### src/rtl/led_trail_pwm_pkg.sv
// Shared constants and helpers for the LED trail PWM block.
// Holds lane count, parameter defaults, level ceiling and counter sizing.
package led_trail_pkg;

    localparam int LANES           = 8;
    localparam int PWM_BITS_DEF    = 4;
    localparam int DECAY_TICKS_DEF = 16;
    localparam int DECAY_STEP_DEF  = 1;

    // Full-brightness level for a given PWM width.
    function automatic int level_max(input int bits);
        return (1 << bits) - 1;
    endfunction

    // Decay timer width; a single-tick timer still needs one bit.
    function automatic int cnt_width(input int ticks);
        return (ticks <= 1) ? 1 : $clog2(ticks);
    endfunction

endpackage

### src/rtl/led_trail_pwm_if.sv
// Pattern-in / LED-out bundle between the pattern source and the PWM block.
// Ports: enable, pattern_in (8), led_out (8), level_out (8*PWM_BITS), frame_start.
interface led_trail_pwm_if #(
    parameter int PWM_BITS = 4
);

    logic                                     enable;
    logic [led_trail_pkg::LANES-1:0]          pattern_in;
    logic [led_trail_pkg::LANES-1:0]          led_out;
    logic [led_trail_pkg::LANES*PWM_BITS-1:0] level_out;
    logic                                     frame_start;

    modport master (
        output enable,
        output pattern_in,
        input  led_out,
        input  level_out,
        input  frame_start
    );

    modport slave (
        input  enable,
        input  pattern_in,
        output led_out,
        output level_out,
        output frame_start
    );

endinterface

### src/rtl/led_trail_pwm_lane.sv
// One LED lane: brightness register with saturating decay and PWM compare.
// Ports: clk, rst, enable, lit, decay_tick, pwm_cnt in; level, led out.
module led_trail_lane
    import led_trail_pkg::*;
#(
    parameter int PWM_BITS   = PWM_BITS_DEF,
    parameter int DECAY_STEP = DECAY_STEP_DEF
) (
    input  logic                clk,
    input  logic                rst,
    input  logic                enable,
    input  logic                lit,
    input  logic                decay_tick,
    input  logic [PWM_BITS-1:0] pwm_cnt,
    output logic [PWM_BITS-1:0] level,
    output logic                led
);

    localparam logic [PWM_BITS-1:0] MAX  = PWM_BITS'(level_max(PWM_BITS));
    localparam logic [PWM_BITS-1:0] STEP = PWM_BITS'(DECAY_STEP);

    logic [PWM_BITS-1:0] level_next;

    // Lit beats decay; compare before subtracting so the level never wraps.
    always_comb begin
        level_next = level;
        if (lit) begin
            level_next = MAX;
        end else if (decay_tick) begin
            level_next = (level < STEP) ? '0 : level - STEP;
        end
    end

    always_ff @(posedge clk) begin
        if (rst) begin
            level <= '0;
            led   <= 1'b0;
        end else if (enable) begin
            level <= level_next;
            // MAX is forced on so the top level gets 100% duty, not 15/16.
            led   <= (level == MAX) || (pwm_cnt < level);
        end else begin
            led   <= 1'b0;
        end
    end

endmodule

### src/rtl/led_trail_pwm.sv
// Turns the knight-rider pattern into fading per-LED PWM drive.
// Ports: clk, rst (sync, active-high); bus (slave) carries enable/pattern/LED/debug.
module led_trail_pwm
    import led_trail_pkg::*;
#(
    parameter int PWM_BITS    = PWM_BITS_DEF,
    parameter int DECAY_TICKS = DECAY_TICKS_DEF,
    parameter int DECAY_STEP  = DECAY_STEP_DEF
) (
    input  logic           clk,
    input  logic           rst,
    led_trail_pwm_if.slave bus
);

    localparam int             DW    = cnt_width(DECAY_TICKS);
    localparam logic [DW-1:0]  DLAST = DW'(DECAY_TICKS - 1);

    logic [LANES-1:0]    pat_q;
    logic [PWM_BITS-1:0] pwm_cnt;
    logic [PWM_BITS-1:0] pwm_next;
    logic [DW-1:0]       decay_cnt;
    logic                decay_tick;
    logic                frame_start;
    logic [LANES-1:0]    led;
    logic [PWM_BITS-1:0] level [LANES];

    assign pwm_next   = pwm_cnt + 1'b1;
    assign decay_tick = bus.enable && (decay_cnt == DLAST);

    always_ff @(posedge clk) begin
        if (rst) begin
            pat_q       <= '0;
            pwm_cnt     <= '0;
            decay_cnt   <= '0;
            frame_start <= 1'b0;
        end else if (bus.enable) begin
            pat_q       <= bus.pattern_in;
            pwm_cnt     <= pwm_next;
            decay_cnt   <= (decay_cnt == DLAST) ? '0 : decay_cnt + 1'b1;
            frame_start <= (pwm_next == '0);
        end else begin
            frame_start <= 1'b0;
        end
    end

    for (genvar i = 0; i < LANES; i++) begin : g_lane
        led_trail_lane #(
            .PWM_BITS   (PWM_BITS),
            .DECAY_STEP (DECAY_STEP)
        ) u_lane (
            .clk        (clk),
            .rst        (rst),
            .enable     (bus.enable),
            .lit        (pat_q[i]),
            .decay_tick (decay_tick),
            .pwm_cnt    (pwm_cnt),
            .level      (level[i]),
            .led        (led[i])
        );
        assign bus.level_out[i*PWM_BITS +: PWM_BITS] = level[i];
    end

    assign bus.led_out     = led;
    assign bus.frame_start = frame_start;

endmodule

### src/flat_wrapper.sv
// flat-port wrapper written by rule: the top's interface ports become plain ports
module led_trail_pwm_flat import led_trail_pkg::*;
#(
    parameter int PWM_BITS    = PWM_BITS_DEF,
    parameter int DECAY_TICKS = DECAY_TICKS_DEF,
    parameter int DECAY_STEP  = DECAY_STEP_DEF
)
  (clk, rst, bus_enable, bus_pattern_in, bus_led_out, bus_level_out, bus_frame_start);
  led_trail_pwm_if #(.PWM_BITS(PWM_BITS)) bus_i ();
  input  logic clk;
  input  logic rst;
  input wire logic [$bits(bus_i.enable)-1:0] bus_enable;
  input wire logic [$bits(bus_i.pattern_in)-1:0] bus_pattern_in;
  output wire logic [$bits(bus_i.led_out)-1:0] bus_led_out;
  output wire logic [$bits(bus_i.level_out)-1:0] bus_level_out;
  output wire logic [$bits(bus_i.frame_start)-1:0] bus_frame_start;
  assign bus_i.enable = bus_enable;
  assign bus_i.pattern_in = bus_pattern_in;
  assign bus_led_out = bus_i.led_out;
  assign bus_level_out = bus_i.level_out;
  assign bus_frame_start = bus_i.frame_start;
  led_trail_pwm #(.PWM_BITS(PWM_BITS), .DECAY_TICKS(DECAY_TICKS), .DECAY_STEP(DECAY_STEP)) u_core (.clk(clk), .rst(rst), .bus(bus_i));
endmodule
### config.mk
export PLATFORM = sky130hd
export DESIGN_NAME = led_trail_pwm_flat
export DESIGN_NICKNAME = d
export VERILOG_FILES = /design/src/rtl/led_trail_pwm_pkg.sv /design/src/rtl/led_trail_pwm_if.sv /design/src/rtl/led_trail_pwm_lane.sv /design/src/rtl/led_trail_pwm.sv /design/src/flat_wrapper.sv
export SDC_FILE = /design/constraint.sdc
export NUM_CORES = 1
export LEC_CHECK = 0
export CAP_MARGIN = 40
export CORE_MARGIN = 2
export CORE_UTILIZATION = 40
export DETAILED_ROUTE_END_ITERATION = 16
export SLEW_MARGIN = 20
export SYNTH_ARGS = -nofsm -noshare
export SYNTH_HDL_FRONTEND = slang
export SYNTH_SLANG_ARGS = --single-unit
### constraint.sdc
create_clock -name clk -period 3.9 [get_ports clk]
set_input_delay 0.975 -clock clk [delete_from_list [all_inputs] [get_ports clk]]
set_output_delay 0.975 -clock clk [all_outputs]
set_load 0.01 [all_outputs]
==> flow_summary.ini <==
[run_status]
status = finished clean

[clocking]
cts.root.buffer_cell = sky130_fd_sc_hd__clkbuf_8
clock_tree.buffer_depth = 2
clock_latency_ns = 0.33
cts.hold.buffers_added = 0
cts.repair.resized = 0
path_clk_slew_ns = 0.07
cts.htree.levels = 3
post_cts_setup_bufs = 0
cts.sinks = 57
tritoncts_clock_tree = yes
cts_buffers = 9

[power]
seq_power_share_pct = 47.4
p_int_uw = 1000
power.combinational.fraction_pct = 18.1
net-switching-power_uw = 403
pwr_density_cell_nw_per_um2 = 346
clock_power_share_pct = 34.5
vdd_drop_max_uv = 188
leakage_power_uw = 0.00155
p_sw_share_pct = 28.7

[setup_path]
critical_path_buf_inv_count = 1
crit_path_max_incr_delay_ns = 0.60
timing.reg2reg.setup_slack_ns = 2.00
worst_setup_path_end_kind = output port
cp_data_required_time_ns = 2.92
worst-path-max-fanout = 8
timing.critical_path.slowest_stage_cell = sky130_fd_sc_hd__clkdlybuf4s50_1
worst_setup_path_start_kind = flop
r2r-start = u_core.decay_cnt[0]$_SDFFE_PP0P_
worstSetupPathType = reg2out
worst_r2r_endpoint = u_core.g_lane[6].u_lane.level[3]$_SDFFE_PP0P_
category_of_cells_accounting_for_the_largest_share_of_critical_path_delay = buffers and inverters
reg2regPathDepth = 5
crit_arrival_ns = 1.42
critical_path.cell_chain = clkdlybuf4s50_1

[sta]
hold_violations = 0
layout_min_cycle_time_ns = 2.40
fin_skew_ns = 0.00723
whs_ns = 0.547
maxSlewHeadroom_pct = 55.8
final-max-slew-violation-count = 0
finalCritPeriodShare_pct = 61.4
grt_setup_unrepaired = no
setup_total_negative_slack_ns = 0
clock.fmax_ghz = 0.418
setup_viol = 0
worstMarginPinSlew_ns = 0.664

[logic_synthesis]
synth_enable_flop_cells = 0
synthFlopType = sky130_fd_sc_hd__dfxtp_1
post_synth_main_area_contributors = sky130_fd_sc_hd__dfxtp_1 (33%), sky130_fd_sc_hd__ha_1 (15%), sky130_fd_sc_hd__a21oi_1 (6.1%)
yosysTopAreaCellShare_pct = 33.2
syn_area_per_cell_sq_um = 8.52
yosys.area.top_type = sky130_fd_sc_hd__dfxtp_1
syn-num-nets = 457
cell_count_after_synthesis = 404
synth_cell_types = 42
proportion_of_synthesized_chip_area_in_sequential_cells_pct = 33.2
yosys_register_bits = 57
fraction_of_registers_with_async_set_reset_pct = 0
yosys_warnings = 0
mappedNetlistArea_sq_um = 3440

[drt]
drc = 0
dr.pass1.iters = 4
vias = 2977
routed_wire_length_per_instance_um = 14.3
drt_first_iter_violations = 122
routed_wirelength_um = 7890
drt-vias-per-instance = 5.40
postRouteAntennaNets = 0

[floorplan]
die_y_um = 96.7
die_width_um = 96.7
top_level_ports = 52
die_ar_sq_um = 9360
initial_core_util_pct = 41.7
placement_rows = 33
fp.coreArea_sq_um = 8260

[final_layout]
layout_commonest_cell = sky130_fd_sc_hd__dfxtp_1
final_layout_size_suffix_gt1_share_pct = 5.38
antennaDiodeCount = 0
most-common-layout-cells = sky130_fd_sc_hd__dfxtp_1 (57), sky130_fd_sc_hd__clkdlybuf4s50_1 (49), sky130_fd_sc_hd__a21oi_1 (42), sky130_fd_sc_hd__ha_1 (42), sky130_fd_sc_hd__nor2_1 (34)
fillerInstances = 824
p_r_area_growth_vs_syn_pct = 18.1
final_util_pct = 49.2
net_count_final = 496

[global_routing]
via_count_of_the_first_global_routing_pass = 2862
overall_routing_resource_usage_pct = 17.6
largest_net_degree_at_the_start_of_global_routing = 35
number_of_antenna_violations_at_the_first_check_in_global_routing = 0
globalRouteOverflowTotal = 0
first_pass_grt_wire_length_um = 13700

[worst_hold_path]
hold_start = u_core.g_lane[7].u_lane.level[1]$_SDFFE_PP0P_
whs_path_depth = 2
min_path_type = reg2reg
hold_path_sink = u_core.g_lane[7].u_lane.level[1]$_SDFFE_PP0P_

[run]
max-cap-violations = 0

[placement]
portBuffers = 51
post-dp-hpwl_um = 5450
globalplace.congestion = 0.830
final cells by class:
class | count | area [sq um] | area share (%)
clock buffers | 11 | 151 | 3.72
clock inverters | 3 | 17.5 | 0.431
well taps | 105 | 131 | 3.23
repair buffers | 53 | 515 | 12.7
flip-flops and latches | 57 | 1140 | 28.1
inverters | 32 | 120 | 2.95
multi-input cells | 290 | 1990 | 48.9
flip-flops by register name (all words and copies together), names as in the netlist:
signal,cells
u_core.bus.frame_start,1
u_core.g_lane.u_lane.level,32
u_core.g_lane.u_lane.led,8
u_core.pat_q,8
u_core.decay_cnt,4
u_core.pwm_cnt,4
synth_stat cells (all sizes together), types with 10 or more instances:
cell	n
mux2i	11
nand2	20
a21oi	42
buf	20
a31oi	12
ha	42
nor2	34
dfxtp	57
nor3	24
a211oi	10
nand3	14
o21ai	12
inv	32
cell families (layout without fill, tap and decap cells):
group           after synthesis  after routing  share of synthesized area (%)
fa+ha+maj                    42             42                           15.3
buf+inv                      57             99                           9.05
xor+xnor                      5              5                           1.27
flops                        57             57                           33.2
mux                          11             11                           3.20
simple gates                131            131                           19.8
compound gates              101            101                           18.3
through the flow:
step | setup slack [ns] | cell area (sq um) | power, uW | std cells
floorplan | 2.14 | 3440 | 842 | 404
global placement | 1.45 | 3900 | 929 | 537
detailed placement | 1.40 | 3900 | 934 | 537
CTS | 1.49 | 4070 | 1430 | 551
global route | 1.43 | 4070 | 1490 | 551
finish | 1.50 | 4070 | 1410 | 551
worst max path at each step:
stage	slack [ns]	from	depth (start not counted)	end
detailed placement	1.40	bus_enable	5	u_core.g_lane[7].u_lane.level[3]$_SDFFE_PP0P_
finish	1.50	u_core.g_lane[2].u_lane.level[3]$_SDFFE_PP0P_	1	bus_level_out[11]
CTS	1.49	u_core.g_lane[2].u_lane.level[3]$_SDFFE_PP0P_	1	bus_level_out[11]
global placement	1.45	bus_enable	5	u_core.g_lane[0].u_lane.level[3]$_SDFFE_PP0P_
floorplan	2.14	bus_enable	5	u_core.pwm_cnt[1]$_SDFFE_PP0P_
global route	1.43	u_core.g_lane[2].u_lane.level[3]$_SDFFE_PP0P_	1	bus_level_out[11]
layer usage:
metal	global-route usage, %	vias up	share of wire (%)
met5	0	-	0
li1	-	1504	-
met1	22.0	1410	48
met3	4.91	6	4.1
met2	30.1	57	47
met4	4.01	0	0.90
power groups by stage:
stage	sequential (uW)	clock (uW)	combinational, uW
finish	666	486	254
floorplan	670	0	172
global placement	678	0	251
CTS	666	506	257
global route	673	526	289
detailed placement	679	0	255
Note: power is estimated with default switching activity, not from simulation.
==> patch 1, RTL diff (same settings) <==
The package constant `LANES` goes from 8 to 32.
--- a/src/rtl/led_trail_pwm_pkg.sv
+++ b/src/rtl/led_trail_pwm_pkg.sv
@@ -2,7 +2,7 @@
 // Holds lane count, parameter defaults, level ceiling and counter sizing.
 package led_trail_pkg;
 
-    localparam int LANES           = 8;
+    localparam int LANES           = 32;
     localparam int PWM_BITS_DEF    = 4;
     localparam int DECAY_TICKS_DEF = 16;
     localparam int DECAY_STEP_DEF  = 1;
Ports: changed (resized bus_led_out, bus_level_out and bus_pattern_in); port bits go from 52 to 196. The function was not compared with the original's and may differ.
==> patch 1 against the original RTL <==
Synthesized cell count grew to 3.8 times the old value. Total power grew to 4.2 times the old value. Worst setup slack lost 260 ps. Design area grew to 3.8 times the old value. Critical path depth is the same. Wire length grew to 4.5 times the old value. Sequential cell count grew 144. Area after synthesis grew to 3.6 times the old value. Via count grew to 3.9 times the old value. Global-route usage grew 3.3 points.
==> patch 1: results <==
metrics = {
    "status": {
        "outcome": "finished, final reports clean",
    },
    "detailed_routing": {
        "vias": 11489,
        "wl_met3_mm": 1.96,
        "drtPass1Iterations": 5,
        "routedWlPerCell_um": 16.8,
        "vias_per_cell": 5.48,
        "drt_iter0_drc": 675,
        "dr_wl_met2_mm": 16.1,
        "wl_met1_mm": 16.4,
        "top_layer_used": "met4",
    },
    "synthesis": {
        "yosys-top-cells-count": "dfxtp_1, ha_1, inv_1",
        "synth_mux_area_share_pct": 2.83,
        "synth_cell_types": 37,
        "synth.net_count": 1746,
        "ys_seq_area_share_pct": 32.5,
        "synth-xor-area-share_pct": 0.354,
        "synth-compound-area-share_pct": 20.5,
        "yosys_warnings": 0,
        "synth_fa_ha_area_share_pct": 16.4,
        "async_reset_ff_share_pct": 0,
        "avgSynthCellArea_sq_um": 7.99,
        "ys_top_cells_by_area": "dfxtp_1, ha_1, a21oi_1, o21ai_0, inv_1",
    },
    "cts": {
        "insertion_delay_ps": 530,
        "clkSlewWorstSetupHoldPaths_ps": 50,
        "clk_path_buf_depth": 3,
        "h-tree-depth": 1,
        "postCtsSetupBuffers": 0,
        "numCtsBuffers": 26,
        "root_buffer": "clkbuf_16",
        "cts.repair.resized": 0,
    },
    "grt": {
        "globalRouteMet2Util_pct": 34.7,
        "antenna_found_initial": 0,
        "grt_max_degree": 138,
        "use_met1_pct": 28.0,
        "grtUsageTotal_pct": 20.9,
        "use_met3_pct": 3.57,
        "grt_pass1_wl_mm": 56.7,
    },
    "placement": {
        "portBuffers": 195,
        "placed_cell_area_sq_mm": 0.0145,
        "place_congestion": 0.833,
        "dp_hpwl_mm": 22.9,
        "dpl_worst_slack_ps": 1220,
    },
    "worst_setup_path": {
        "critPathMaxStageDelay_ps": 640,
        "cp_slowest_cell": "clkdlybuf4s50_1",
        "r2r_cells": 6,
        "crit_fanout": 9,
        "cp_top_family": "buffers and inverters",
    },
    "cells_and_area": {
        "nFillCells": 2915,
        "top_regs": "u_core.g_lane.u_lane.level (128), u_core.g_lane.u_lane.led (32), u_core.pat_q (32)",
        "diodes": 0,
        "drive_gt1_share_pct": 4.76,
        "nets": 1880,
    },
    "pwr": {
        "p_leak_nw": 5.83,
        "cell_internal_pwr_mw": 4.23,
        "ir_worst_vdd_v": 0.000309,
    },
    "sta": {
        "worst_slew_pin_slew_ps": 685,
        "finClkSkew_ps": 7.55,
    },
    "worst_hold_path": {
        "hold_path.class": "flop to flop",
        "holdPathStages": 2,
    },
}
==> patch 1: cell count changes after synthesis, sizes merged, moves of 48 or more <==
| cell | unedited run | this run |
|---|---|---|
| nand2 | 20 | 70 |
| dfxtp | 57 | 201 |
| inv | 32 | 157 |
| o21ai | 12 | 122 |
| nor2 | 34 | 137 |
| ha | 42 | 162 |
| nor3 | 24 | 72 |
| a31oi | 12 | 61 |
| a21oi | 42 | 155 |
==> patch 1: path summary, 6_finish.rpt <==
path | startpoint | end | slack, ps
worst max register to register | u_core.decay_cnt[0] | u_core.g_lane[14].u_lane.level[3] | 1720
worst min-delay path | u_core.pat_q[13] | u_core.g_lane[13].u_lane.level[1] | 500
worst max-delay path | u_core.g_lane[16].u_lane.level[3] | bus_level_out[67] | 1240
worst min register to register | u_core.pat_q[13] | u_core.g_lane[13].u_lane.level[1] | 500
==> patch 1: power by group through the flow <==
stage | logic, mW | registers (mW) | clock network (mW)
2_1_floorplan | 0.607 | 2.38 | 0
3_3_place_gp | 0.929 | 2.42 | 0
3_5_place_dp | 0.977 | 2.40 | 0
4_1_cts | 0.985 | 2.36 | 2.55
5_1_grt | 1.11 | 2.39 | 2.64
6_report | 0.979 | 2.36 | 2.49
==> patch 1: logic make-up (layout without fill, tap and decap cells) <==
family	after synthesis	after routing
AO/OA/AOI/OAI	435	435
XOR/XNOR	5	5
adder cells (fa/ha/maj)	162	162
buffers and inverters	263	415
flip-flops	201	201
multiplexers	35	35
AND/OR/NAND/NOR	448	448
==> patch 1: final cells by class <==
class	count	area [sq um]	share of cell area [%]
inverter	157	589	3.84
clock inverter	5	75.1	0.489
timing repair buffer	212	2180	14.2
tap	396	495	3.23
multi-input combinational	1085	7160	46.6
sequential	201	4030	26.2
clock buffer	41	828	5.39
==> patch 2, RTL diff (same flow settings) <==
Without the edit above. Reset style: asynchronous (`rst`), changed in 2 clocked blocks.
--- a/src/rtl/led_trail_pwm_lane.sv
+++ b/src/rtl/led_trail_pwm_lane.sv
@@ -31,7 +31,7 @@
         end
     end
 
-    always_ff @(posedge clk) begin
+    always_ff @(posedge clk or posedge rst) begin
         if (rst) begin
             level <= '0;
             led   <= 1'b0;
--- a/src/rtl/led_trail_pwm.sv
+++ b/src/rtl/led_trail_pwm.sv
@@ -27,7 +27,7 @@
     assign pwm_next   = pwm_cnt + 1'b1;
     assign decay_tick = bus.enable && (decay_cnt == DLAST);
 
-    always_ff @(posedge clk) begin
+    always_ff @(posedge clk or posedge rst) begin
         if (rst) begin
             pat_q       <= '0;
             pwm_cnt     <= '0;
Check against the original RTL: differs if rst is asserted again (counterexample within 4 cycles, from zero or initial values and one cycle with rst high); with rst held inactive, the same outputs for 10 cycles.
==> patch 2 against the original RTL <==
Register-to-register slack better by 50 ps. Design area up 6.0%. Synthesized cell count down 12%. Wire length down 4.6%. Critical path depth unchanged. First-iteration DRC count down 14%. Sequential cell count unchanged. Area after synthesis up 1.7%. Critical path type unchanged. Worst setup slack better by 25 ps.
Power is not compared: it rests on default switching activity, and its combinational part moved more than twofold at a synthesized area within 25%.
==> patch 2: results <==
metrics = {
    "status": {
        "outcome": "finished, final reports clean",
    },
    "grt": {
        "antenna_found_initial": 0,
        "grtUsageTotal_pct": 16.4,
        "grt_pass1_vias": 2622,
        "grt_pass1_wl_mm": 12.6,
        "grt_max_degree": 58,
    },
    "pwr": {
        "comb_power_share_pct": 31.9,
    },
    "cells_and_area": {
        "nets": 454,
        "drive_gt1_share_pct": 8.40,
        "final_cell_count_no_fill": 513,
    },
    "detailed_routing": {
        "wl_met1_mm": 3.63,
        "routedWlPerCell_um": 14.7,
        "dr_wl_met2_mm": 3.47,
        "drt_iter0_drc": 105,
        "wl_met3_um": 283,
        "vias_per_cell": 5.53,
    },
    "worst_setup_path": {
        "crit_fanout": 7,
        "critPathMaxStageDelay_ps": 590,
        "worstPathArrival_ps": 1400,
    },
    "synthesis": {
        "async_reset_ff_share_pct": 100,
        "ys_top_cells_by_area": "dfrtp_1, ha_1, o211ai_1, inv_1, nand4_1",
        "synth.net_count": 409,
        "synthCells": 355,
        "synth_cell_types": 30,
        "ys_seq_area_share_pct": 40.8,
    },
    "placement": {
        "dp_cells": 497,
        "dpl_worst_slack_ps": 1210,
        "placed_cell_area_sq_mm": 0.00407,
        "dp_hpwl_mm": 5.06,
    },
    "cts": {
        "clkSlewWorstSetupHoldPaths_ps": 70,
        "cts.repair.resized": 0,
        "insertion_delay_ps": 350,
    },
    "sta": {
        "finClkSkew_ps": 9.81,
        "worst_slew_pin_slew_ps": 575,
    },
}
-- patch 2: changes by cell type after synthesis, moves of 10 or more --
| cell | before | now |
|---|---|---|
| mux2i_1 | 11 | 0 |
| o211ai_1 | 1 | 22 |
| a211oi_1 | 10 | 0 |
| dfrtp_1 | 0 | 57 |
| a21oi_1 | 42 | 1 |
| dfxtp_1 | 57 | 0 |
| a31oi_1 | 12 | 1 |
| nor3_1 | 23 | 7 |
| nor2_1 | 34 | 9 |
| nand4_1 | 1 | 20 |
| mux2_2 | 0 | 11 |
-- patch 2: final timing paths --
kind                                                  startpoint                               end  slack, ps  cells past startpoint
worst max-delay path            u_core.g_lane[5].u_lane.level[0]                 bus_level_out[20]       1530                      1
worst min-delay path                             u_core.pat_q[6]  u_core.g_lane[6].u_lane.level[1]        540                      1
worst max register to register               u_core.decay_cnt[0]  u_core.g_lane[0].u_lane.level[3]       2050                      5
worst min register to register                   u_core.pat_q[6]  u_core.g_lane[6].u_lane.level[1]        540                      1
max in group asynchronous                                    rst  u_core.g_lane[6].u_lane.level[0]       2650                      3
min in group asynchronous                                    rst       u_core.g_lane[1].u_lane.led        990                      3
-- patch 2: cell type report --
| cell class | count | area, sq um |
|---|---|---|
| clock buffer | 9 | 124 |
| clock inverter | 7 | 119 |
| fill | 800 | 4280 |
| inverter | 41 | 154 |
| multi-input combinational | 235 | 1790 |
| sequential | 57 | 1430 |
| tap | 108 | 135 |
| timing repair buffer | 56 | 559 |
-- patch 2: metrics by stage --
step,power [mW],hold slack (ps)
5_1_grt,2.55,559
4_1_cts,2.39,543
2_1_floorplan,1.41,487
3_3_place_gp,1.67,518
6_report,2.36,536
3_5_place_dp,1.70,528
-- patch 2: power by group through the flow --
stage	Sequential (mW)	Combinational, mW	Clock, mW
3_3_place_gp	0.936	0.730	0
4_1_cts	0.929	0.762	0.696
6_report	0.928	0.752	0.679
3_5_place_dp	0.941	0.757	0
2_1_floorplan	0.887	0.527	0
5_1_grt	0.952	0.866	0.731
-- patch 2: cell families after synthesis --
kind of cell,synth area share (%)
buffers and inverters,8.01
AOI/OAI and AO/OA,11.8
adders and majority gates,15.4
xor gates and xnor gates,1.25
muxes,3.54
and+or+nand+nor,19.3
DFF,40.8
-- patch 2: per-layer routing --
layer | up-vias | GRT usage (%)
met5 | - | 0
met4 | 0 | 6.20
met3 | 11 | 4.53
met2 | 54 | 25.9
met1 | 1387 | 21.6
li1 | 1383 | -
